[src/rtl/tone_pkg.sv]
// Shared definitions for the tone sequencer: ROM entry layout, note codes,
// the octave-0 half-period table (25 MHz clock) and the playback FSM states.
package tone_pkg;

  localparam int unsigned MELODY_MAX  = 256;
  localparam int unsigned ENTRY_W     = 9;
  localparam int unsigned MELODY_BITS = MELODY_MAX * ENTRY_W;

  localparam logic [3:0] NOTE_REST = 4'd0;
  localparam logic [3:0] NOTE_END  = 4'd15;

  localparam int CODE_MSB = 8;
  localparam int CODE_LSB = 5;
  localparam int OCT_MSB  = 4;
  localparam int OCT_LSB  = 3;
  localparam int DUR_MSB  = 2;
  localparam int DUR_LSB  = 0;

  typedef enum logic [1:0] {
    S_IDLE   = 2'd0,
    S_ADDR   = 2'd1,
    S_DECODE = 2'd2,
    S_PLAY   = 2'd3
  } state_e;

  // Octave-0 half periods (C4..B4) in 25 MHz cycles; 0 marks a silent code.
  function automatic logic [15:0] base_half_period(input logic [3:0] code);
    logic [15:0] hp;
    case (code)
      4'd1:    hp = 16'd47778;
      4'd2:    hp = 16'd45097;
      4'd3:    hp = 16'd42566;
      4'd4:    hp = 16'd40177;
      4'd5:    hp = 16'd37922;
      4'd6:    hp = 16'd35793;
      4'd7:    hp = 16'd33784;
      4'd8:    hp = 16'd31888;
      4'd9:    hp = 16'd30098;
      4'd10:   hp = 16'd28409;
      4'd11:   hp = 16'd26815;
      4'd12:   hp = 16'd25310;
      default: hp = 16'd0;
    endcase
    return hp;
  endfunction

  function automatic logic [ENTRY_W-1:0] entry(input logic [3:0] code,
                                               input logic [1:0] oct,
                                               input logic [2:0] dur_m1);
    return {code, oct, dur_m1};
  endfunction

  localparam logic [MELODY_BITS-1:0] DEFAULT_MELODY = MELODY_BITS'({
    entry(NOTE_END, 2'd0, 3'd0),
    entry(4'd1,  2'd1, 3'd3),
    entry(4'd5,  2'd1, 3'd1),
    entry(4'd8,  2'd1, 3'd1),
    entry(NOTE_REST, 2'd0, 3'd0),
    entry(4'd8,  2'd1, 3'd1),
    entry(4'd5,  2'd1, 3'd1),
    entry(4'd1,  2'd1, 3'd1)
  });

endpackage

[src/rtl/melody_rom.sv]
// Melody storage: synchronous-read ROM, one 9-bit entry per 8-bit address,
// contents supplied as a packed parameter (entry i at bits [9*i +: 9]).
module melody_rom
  import tone_pkg::*;
#(
  parameter logic [MELODY_BITS-1:0] MELODY = DEFAULT_MELODY
) (
  input  logic               clk,
  input  logic [7:0]         addr,
  output logic [ENTRY_W-1:0] data
);

  logic [ENTRY_W-1:0] data_q;

  always_ff @(posedge clk) begin
    data_q <= MELODY[int'(addr) * ENTRY_W +: ENTRY_W];
  end

  assign data = data_q;

endmodule

[src/rtl/tone_sequencer.sv]
// Plays a ROM melody as a square wave on a differential piezo drive; each entry
// gives note, octave and duration, with a short silent gap ending every note.
module tone_sequencer
  import tone_pkg::*;
#(
  parameter int unsigned CLK_HZ      = 25000000,
  parameter int unsigned UNIT_CYCLES = 3125000,
  parameter int unsigned MELODY_LEN  = 32,
  parameter bit          LOOP        = 1'b0,
  parameter logic [MELODY_BITS-1:0] MELODY = DEFAULT_MELODY
) (
  input  logic       clk,
  input  logic       rst,
  input  logic       start,
  output logic       busy,
  output logic [7:0] note_addr,
  output logic       spkp,
  output logic       spkm,
  output logic [1:0] state_dbg
);

  localparam logic [31:0] GAP_CYCLES = 32'(UNIT_CYCLES / 8);
  localparam logic [8:0]  LEN_9      = 9'(MELODY_LEN);
  localparam logic [7:0]  LAST_ADDR  = 8'(MELODY_LEN - 1);

  // The pitch table is only in tune at 25 MHz; CLK_HZ records the clock in use.
  if (CLK_HZ != 25000000) begin : g_retuned_clock
  end

  state_e        state_q, state_d;
  logic [7:0]    addr_q, addr_d;
  logic [31:0]   dur_q, dur_d;
  logic [15:0]   tone_q, tone_d;
  logic [15:0]   half_q, half_d;
  logic          spk_q, spk_d;

  logic [ENTRY_W-1:0] rom_data;
  logic [3:0]         rom_code;
  logic [1:0]         rom_oct;
  logic [2:0]         rom_dur;
  logic [31:0]        dur_load;
  logic               is_end;
  logic               gap;
  logic               spk_on;

  melody_rom #(.MELODY(MELODY)) u_rom (
    .clk  (clk),
    .addr (addr_q),
    .data (rom_data)
  );

  assign rom_code = rom_data[CODE_MSB:CODE_LSB];
  assign rom_oct  = rom_data[OCT_MSB:OCT_LSB];
  assign rom_dur  = rom_data[DUR_MSB:DUR_LSB];
  assign dur_load = (32'(rom_dur) + 32'd1) * UNIT_CYCLES - 32'd1;
  assign is_end   = (rom_code == NOTE_END) || ({1'b0, addr_q} == LEN_9);

  // Handshake: start is a level sampled on each rising edge and is accepted
  // only in IDLE; there is no ready, busy reports that playback is running.
  always_ff @(posedge clk or posedge rst) begin
    if (rst) state_q <= S_IDLE;
    else     state_q <= state_d;
  end

  always_comb begin
    state_d = state_q;
    unique case (state_q)
      S_IDLE:   if (start) state_d = S_ADDR;
      S_ADDR:   state_d = S_DECODE;
      S_DECODE: begin
        if (is_end) state_d = LOOP ? S_ADDR : S_IDLE;
        else        state_d = S_PLAY;
      end
      S_PLAY:   if (dur_q == '0) state_d = S_ADDR;
      default:  state_d = S_IDLE;
    endcase
  end

  always_comb begin
    addr_d = addr_q;
    dur_d  = dur_q;
    tone_d = tone_q;
    half_d = half_q;
    spk_d  = spk_q;
    unique case (state_q)
      S_DECODE: begin
        if (is_end) begin
          addr_d = '0;
          spk_d  = 1'b0;
        end else begin
          dur_d  = dur_load;
          half_d = base_half_period(rom_code) >> rom_oct;
          tone_d = '0;
          spk_d  = 1'b0;
        end
      end
      S_PLAY: begin
        // A zero half period marks a rest: the speaker bit never toggles.
        if (tone_q == half_q - 16'd1) begin
          tone_d = '0;
          spk_d  = ~spk_q & (half_q != '0);
        end else begin
          tone_d = tone_q + 16'd1;
        end
        if (dur_q == '0) begin
          addr_d = (LOOP && addr_q == LAST_ADDR) ? 8'd0 : addr_q + 8'd1;
          spk_d  = 1'b0;
        end else begin
          dur_d = dur_q - 32'd1;
        end
      end
      default: ;
    endcase
  end

  always_ff @(posedge clk or posedge rst) begin
    if (rst) begin
      addr_q <= '0;
      dur_q  <= '0;
      tone_q <= '0;
      half_q <= '0;
      spk_q  <= 1'b0;
    end else begin
      addr_q <= addr_d;
      dur_q  <= dur_d;
      tone_q <= tone_d;
      half_q <= half_d;
      spk_q  <= spk_d;
    end
  end

  always_comb begin
    busy      = (state_q != S_IDLE);
    gap       = (state_q == S_PLAY) && (dur_q < GAP_CYCLES);
    spk_on    = spk_q & ~gap;
    spkp      = busy & spk_on;
    spkm      = busy & ~spk_on;
    note_addr = addr_q;
    state_dbg = state_q;
  end

endmodule

[config.mk]
export PLATFORM = sky130hd
export DESIGN_NAME = tone_sequencer
export DESIGN_NICKNAME = d
export VERILOG_FILES = /design/src/rtl/tone_pkg.sv /design/src/rtl/melody_rom.sv /design/src/rtl/tone_sequencer.sv
export SDC_FILE = /design/constraint.sdc
export NUM_CORES = 1
export LEC_CHECK = 0
export CAP_MARGIN = 20
export CELL_PAD_IN_SITES_DETAIL_PLACEMENT = 1
export CELL_PAD_IN_SITES_GLOBAL_PLACEMENT = 1
export CORE_MARGIN = 10
export CORE_UTILIZATION = 49
export CTS_BUF_LIST = sky130_fd_sc_hd__clkbuf_8
export DETAILED_ROUTE_END_ITERATION = 12
export PLACE_DENSITY = 0.82
export REMOVE_ABC_BUFFERS = 1
export SLEW_MARGIN = 25
export SYNTH_ARGS = -nofsm -noshare
export SYNTH_HDL_FRONTEND = slang
export SYNTH_HIERARCHICAL = 1
export SYNTH_SLANG_ARGS = --single-unit
[constraint.sdc]
create_clock -name clk -period 7.15 [get_ports clk]
set_clock_uncertainty 0.15 [all_clocks]
set_input_delay 1.0725 -clock clk [delete_from_list [all_inputs] [get_ports clk]]
set_output_delay 1.0725 -clock clk [all_outputs]
set_load 0.05 [all_outputs]
# Yosys cells after proc, flatten, opt, wreduce, memory -nomap -nowiden
# Memories as Yosys holds them, arrays and structs flattened. A register that Yosys moved wholly into a read port is not among the register bits.
# Cells that the tools add are included.
totals:
  reg_bits: 84
  romBits: 256
  out_inout_bits: 13
  word_cells: 70
  memories: 1
memory_table:
  columns: ["name", "words", "word_bits", "read_ports", "rd_clocked_by_memory_dff", "wr", "line", "text"]
  rows:
  - ["(name not given)", 16, 16, 1, 1, 0, "tone_pkg.sv:29", "case (code)"]
op_classes:
  n_addsub: 6
  multipliers: 2
  magnitude_cmp: 1
  n_eq_ne: 12
  n_shift: 2
  muxes: 18
  bitwise: 8
  reduce_logical: 13
op_table:
  columns: ["cell", "n"]
  rows:
  - ["$shiftx A2304 B13 Y9 const A", 1]
  - ["$mux W16", 4]
  - ["$mux W32", 2]
  - ["$pmux W32 S2", 1]
  - ["$logic_not A32 Y1", 1]
  - ["$lt A32 B19 Y1 const B", 1]
  - ["$pmux W16 S2", 1]
  - ["$sub A32 B1 Y32 const B", 1]
  - ["$sub A26 B1 Y27 const B", 1]
  - ["$mul A4 B19 Y23 const B", 1]
  - ["$add A16 B1 Y16 const B", 1]
  - ["$eq A16 B16 Y1", 1]
  - ["$mux W8", 2]
  - ["$pmux W8 S2", 1]
  - ["$reduce_bool A16 Y1", 1]
  - ["$shr A16 B2 Y16", 1]
  - ["$sub A16 B1 Y16 const B", 1]
  - ["$mul A8 B4 Y12 const B", 1]
  - ["$ne A2 B2 Y1 const B", 5]
  - ["$add A8 B1 Y8 const B", 1]
  - ["$eq A8 B6 Y1 const B", 1]
  - ["$pmux W2 S4", 1]
  - ["$reduce_and A2 Y1", 4]
  - ["$mux W2", 3]
  - ["14 further kinds", 24]

# Longest topological paths before layout
depth:
  word_depth: 6
  ltp_mapped: 18
  ltp_nobuf: 16

# Hierarchy
# The synthesis kept the hierarchy.
by_module_without_submodules:
  columns: ["module", "n_inst", "cells_per_inst", "area_each_um2", "seq_area_each_um2"]
  rows:
  - ["tone_sequencer", 1, 892, 7028.0, 1876.8]
  - ["melody_rom", 1, 29, 305.3, 120.1]

# Worst setup path after synthesis
# Ideal clock, no wire load.
synth_path:
  kind: "reg-to-reg"
  from: "reg, netlist name u_rom/data[3]"
  to: "reg dur_q[31]"
  setup_ns: 0.088
  t_arrival_ns: 5.028
  path_slack_ns: 1.885
  stages_incl_launch_ff: 17
  n_path_buf: 2
  period_less_slack_ns: 5.265
  path_cell_list: "dfxtp_1 > clkbuf_1 > inv_1 > ha_1 > inv_1 > fa_1 > fa_1 > ha_1 > clkbuf_1 > and2_1 > a221oi_1 > a21oi_1 > o221ai_1 > nand4_1 > a311oi_1 > a21oi_1 > a22oi_1"
synth_lines:
  columns: ["item", "line", "text"]
  rows:
  - ["to (signal assigned)", "tone_sequencer.sv:125", "dur_q <= dur_d;"]
  - ["to (decl)", "tone_sequencer.sv:32", "logic [31:0] dur_q, dur_d;"]

==> flow_metrics.env <==
export IMPL_route_antenna_remaining_nets=0
export IMPL_number_of_nets_at_the_end_of_the_flow=965
export IMPL_asyncSetResetFlopFracSynth_pct=92.6
export IMPL_postSynth_topFlopCell="sky130_fd_sc_hd__dfrtp_1"
export IMPL_status="complete, no violations"
export IMPL_achievable_frequency_mhz=176
export IMPL_clkTransAtPathRegs_ns=0.09
export IMPL_synth_ff_latch_count=81
export IMPL_share_of_cell_area_taken_by_muxes_after_synthesis_pct=3.38
export IMPL_n_antenna_cell=0
export IMPL_yosysSeqAreaShare_pct=27.2
export IMPL_gp_weighted_congestion=0.941
export IMPL_synth_edff_count=0
export IMPL_fraction_of_final_layout_cells_sized_beyond_drive_strength_1_pct=6.24
export IMPL_area_delta_synth_final_pct=6.07
export IMPL_synth_top_family_by_area="simple AND/OR/NAND/NOR gates"
export IMPL_num_fill_cells=1796
export IMPL_hold_path_depth=1
export IMPL_num_io_pins=16
export IMPL_yosysUniqueCellTypes=78
export IMPL_die_w_um=142
export IMPL_netlist_instances=921
export IMPL_start_util_pct=50.3
export IMPL_start_kind="flip-flop"
export IMPL_fin_util_pct=53.3
export IMPL_routed_via_count=7029
export IMPL_largest_net_degree_at_the_start_of_global_routing=76
export IMPL_layout_common_cells="107 x sky130_fd_sc_hd__nand2_1, 75 x sky130_fd_sc_hd__dfrtp_1, 61 x sky130_fd_sc_hd__nor2_1, 61 x sky130_fd_sc_hd__a21oi_1, 60 x sky130_fd_sc_hd__o21ai_0"
export IMPL_tns_ns=0
export IMPL_fp_coreArea_mm2=0.0146
export IMPL_post_synth_xor_area_fraction_pct=5.73
export IMPL_grt_pass1_wl_mm=37.4
export IMPL_timing_critical_path_arrival_ns=5.84
export IMPL_routed_via_density=6.41
export IMPL_cts_tree="built"
export IMPL_clock_tree_root_cell="sky130_fd_sc_hd__clkbuf_8"
export IMPL_tritoncts_num_sinks=81
export IMPL_final_max_slew_violation_count=0
export IMPL_required_ns=7.29
export IMPL_worstReg2RegStart="u_rom/data[3]"
export IMPL_die_area_mm2=0.0203
export IMPL_min_path_type="reg -> reg"
export IMPL_drt_first_pass_iters=5
export IMPL_globalRouteOverflowTotal=0
export IMPL_cts_inserted_buffers=9
export IMPL_netlist_area_mm2=0.00733
export IMPL_total_power_divided_by_cell_area_mw_per_mm2=120
export IMPL_grt_total_usage_pct=22.3
export IMPL_route_detailed_wl_per_inst_um=20.4
export IMPL_tightest_slew_ns=0.792
export IMPL_clock_tree_buffer_depth=2
export IMPL_std_cell_rows=44
export IMPL_post_dp_hpwl_mm=16.9
export IMPL_endpoint_kind="flip-flop"
export IMPL_postCtsHoldBufs=0
export IMPL_post_synth_fa_ha_maj_area_fraction_pct=10.0
export IMPL_post_route_period_util_pct=79.7
export IMPL_drt_first_iter_violations=446
export IMPL_critical_path_fanouts_max=10
export IMPL_cts_resized=0
export IMPL_timing_reg2reg_worst_path_depth=14
export IMPL_setup_viol_count_final=0
export IMPL_post_synth_and_or_nand_nor_area_fraction_pct=24.3
export IMPL_vdd_ir_drop_max_uv=78.7
export IMPL_synth_avg_cell_area_um2=7.96
export IMPL_htreeDepth=3
export IMPL_io_buffers=15
export IMPL_vias_in_the_first_global_route=7435
export IMPL_postRouteWirelength_mm=22.4
export IMPL_r2r_setup_slack_ns=1.45
export IMPL_r2r_end="dur_q[30]"
export IMPL_critical_path_class="reg -> reg"
export IMPL_holdCritStartpoint="dur_q[2]"
export IMPL_drv_cap=0
export IMPL_post_cts_setup_buffer_count=0
export IMPL_ff_latch_area_mm2=0.00200
export IMPL_layout_cells_most_common="sky130_fd_sc_hd__nand2_1"
export IMPL_number_of_placed_instances_taps_included=1081
export IMPL_synth_compound_area_share_pct=24.0
export IMPL_layoutNonFillerInstCount=1097
export IMPL_insertion_delay_ns=0.38
export IMPL_grt_antenna_before_repair=0
export IMPL_timing_final_crit_period_ns=5.70
export IMPL_multiInputGateArea_mm2=0.00495
export IMPL_power_leakage_nw=3.23
export IMPL_finalHoldViolations=0
export IMPL_min_delay_worst_endpoint="dur_q[2]"
export IMPL_drcViolationCount=0
export IMPL_rsz0062_at_grt="false"
export IMPL_ys_warnings_count=6
export IMPL_die_height_um=142
export IMPL_slew_limit_headroom_pct=47.1
[cells by family (layout without fill, tap and decap cells)]
logic type	after synthesis	count (layout)
AOI/OAI and AO/OA	263	263
xor gates and xnor gates	48	48
adders and majority gates	54	54
buffers and inverters	94	85
DFF	81	81
muxes	24	24
other	1	2
and+or+nand+nor	356	356
[sequential cells by signal, summed over array words and instances, names as in the netlist]
| name | cells |
|---|---|
| dur_q | 32 |
| note_addr | 8 |
| half_q | 16 |
| spk_q | 1 |
| u_rom/data | 6 |
| tone_q | 16 |
| state_dbg | 2 |
[cells in the mapped netlist, types with 9 or more instances]
master | n | area [µm²]
sky130_fd_sc_hd__a21o_1 | 9 | 67.6
sky130_fd_sc_hd__and3_1 | 10 | 62.6
sky130_fd_sc_hd__nor3_1 | 40 | 200
sky130_fd_sc_hd__o221ai_1 | 9 | 78.8
sky130_fd_sc_hd__nand3_1 | 29 | 145
sky130_fd_sc_hd__nand2_1 | 107 | 402
sky130_fd_sc_hd__nor4_1 | 10 | 62.6
sky130_fd_sc_hd__dfrtp_1 | 75 | 1880
sky130_fd_sc_hd__xor2_1 | 18 | 158
sky130_fd_sc_hd__xnor2_1 | 30 | 263
sky130_fd_sc_hd__mux2i_1 | 18 | 180
sky130_fd_sc_hd__a21oi_1 | 61 | 305
sky130_fd_sc_hd__a22oi_1 | 9 | 67.6
sky130_fd_sc_hd__nor2b_1 | 13 | 81.3
sky130_fd_sc_hd__clkbuf_1 | 35 | 131
sky130_fd_sc_hd__inv_1 | 45 | 169
sky130_fd_sc_hd__o211ai_1 | 10 | 75.1
sky130_fd_sc_hd__or3_1 | 22 | 138
sky130_fd_sc_hd__nand4_1 | 14 | 87.6
sky130_fd_sc_hd__a31oi_1 | 11 | 68.8
sky130_fd_sc_hd__o21ai_0 | 60 | 300
sky130_fd_sc_hd__ha_1 | 46 | 576
sky130_fd_sc_hd__o22ai_1 | 15 | 93.8
sky130_fd_sc_hd__or2_2 | 12 | 75.1
sky130_fd_sc_hd__nor2_1 | 61 | 229
[where the power goes]
group | leakage, nW | internal [mW] | switching (mW)
clock | 0.112 | 0.194 | 0.174
sequential | 0.872 | 0.458 | 0.00163
combinational | 2.25 | 0.0383 | 0.0700
[layout make-up]
type	count	area share, %
Multi-Input combinational cell	747	63.7
Clock inverter	7	1.14
Clock buffer	9	1.59
Tap cell	184	2.96
Inverter	46	2.22
Timing Repair Buffer	23	2.75
Sequential cell	81	25.7
[worst max-delay path, stage by stage, from the launching register on]
cell and delay, ns:
sky130_fd_sc_hd__dfxtp_1 0.55, sky130_fd_sc_hd__inv_1 0.28, sky130_fd_sc_hd__ha_1 0.54, sky130_fd_sc_hd__inv_1 0.17, sky130_fd_sc_hd__fa_1 0.50, sky130_fd_sc_hd__fa_1 0.48
sky130_fd_sc_hd__ha_1 0.44, sky130_fd_sc_hd__and2_1 0.24, sky130_fd_sc_hd__a221oi_1 0.42, sky130_fd_sc_hd__a21oi_1 0.15, sky130_fd_sc_hd__o221ai_1 0.36, sky130_fd_sc_hd__nand4_1 0.21
sky130_fd_sc_hd__a311oi_1 0.58, sky130_fd_sc_hd__a21oi_1 0.30, sky130_fd_sc_hd__a22oi_1 0.24
[metrics by stage]
step,setup slack (ns),hold slack (ns),area (µm²),power (mW)
after global placement,1.74,0.326,7560,0.572
after detailed placement,1.53,0.338,7560,0.575
after CTS,1.47,0.351,7770,0.942
after floorplan,1.42,0.303,7120,0.547
after global routing,0.924,0.371,7780,0.974
final,1.45,0.351,7780,0.936
[layer usage]
metal | up-vias | track usage, % | share of wire [%]
met5 | - | 0 | 0
met4 | 0 | 8.95 | 3.1
met3 | 47 | 3.00 | 3.0
met2 | 132 | 40.1 | 52
met1 | 3512 | 26.0 | 42
li1 | 3338 | - | -
[worst max-delay path by stage]
stage / from / to / slack, ns / cells past startpoint
finish: u_rom/data[3] / dur_q[30] / 1.45 / 14
global route: u_rom/data[3] / dur_q[26] / 0.92 / 14
CTS: u_rom/data[3] / dur_q[28] / 1.47 / 14
detailed placement: u_rom/data[3] / dur_q[31] / 1.53 / 14
global placement: u_rom/data[3] / dur_q[31] / 1.74 / 14
floorplan: u_rom/data[3] / dur_q[31] / 1.42 / 14
Power figures use the tool's default switching activity.
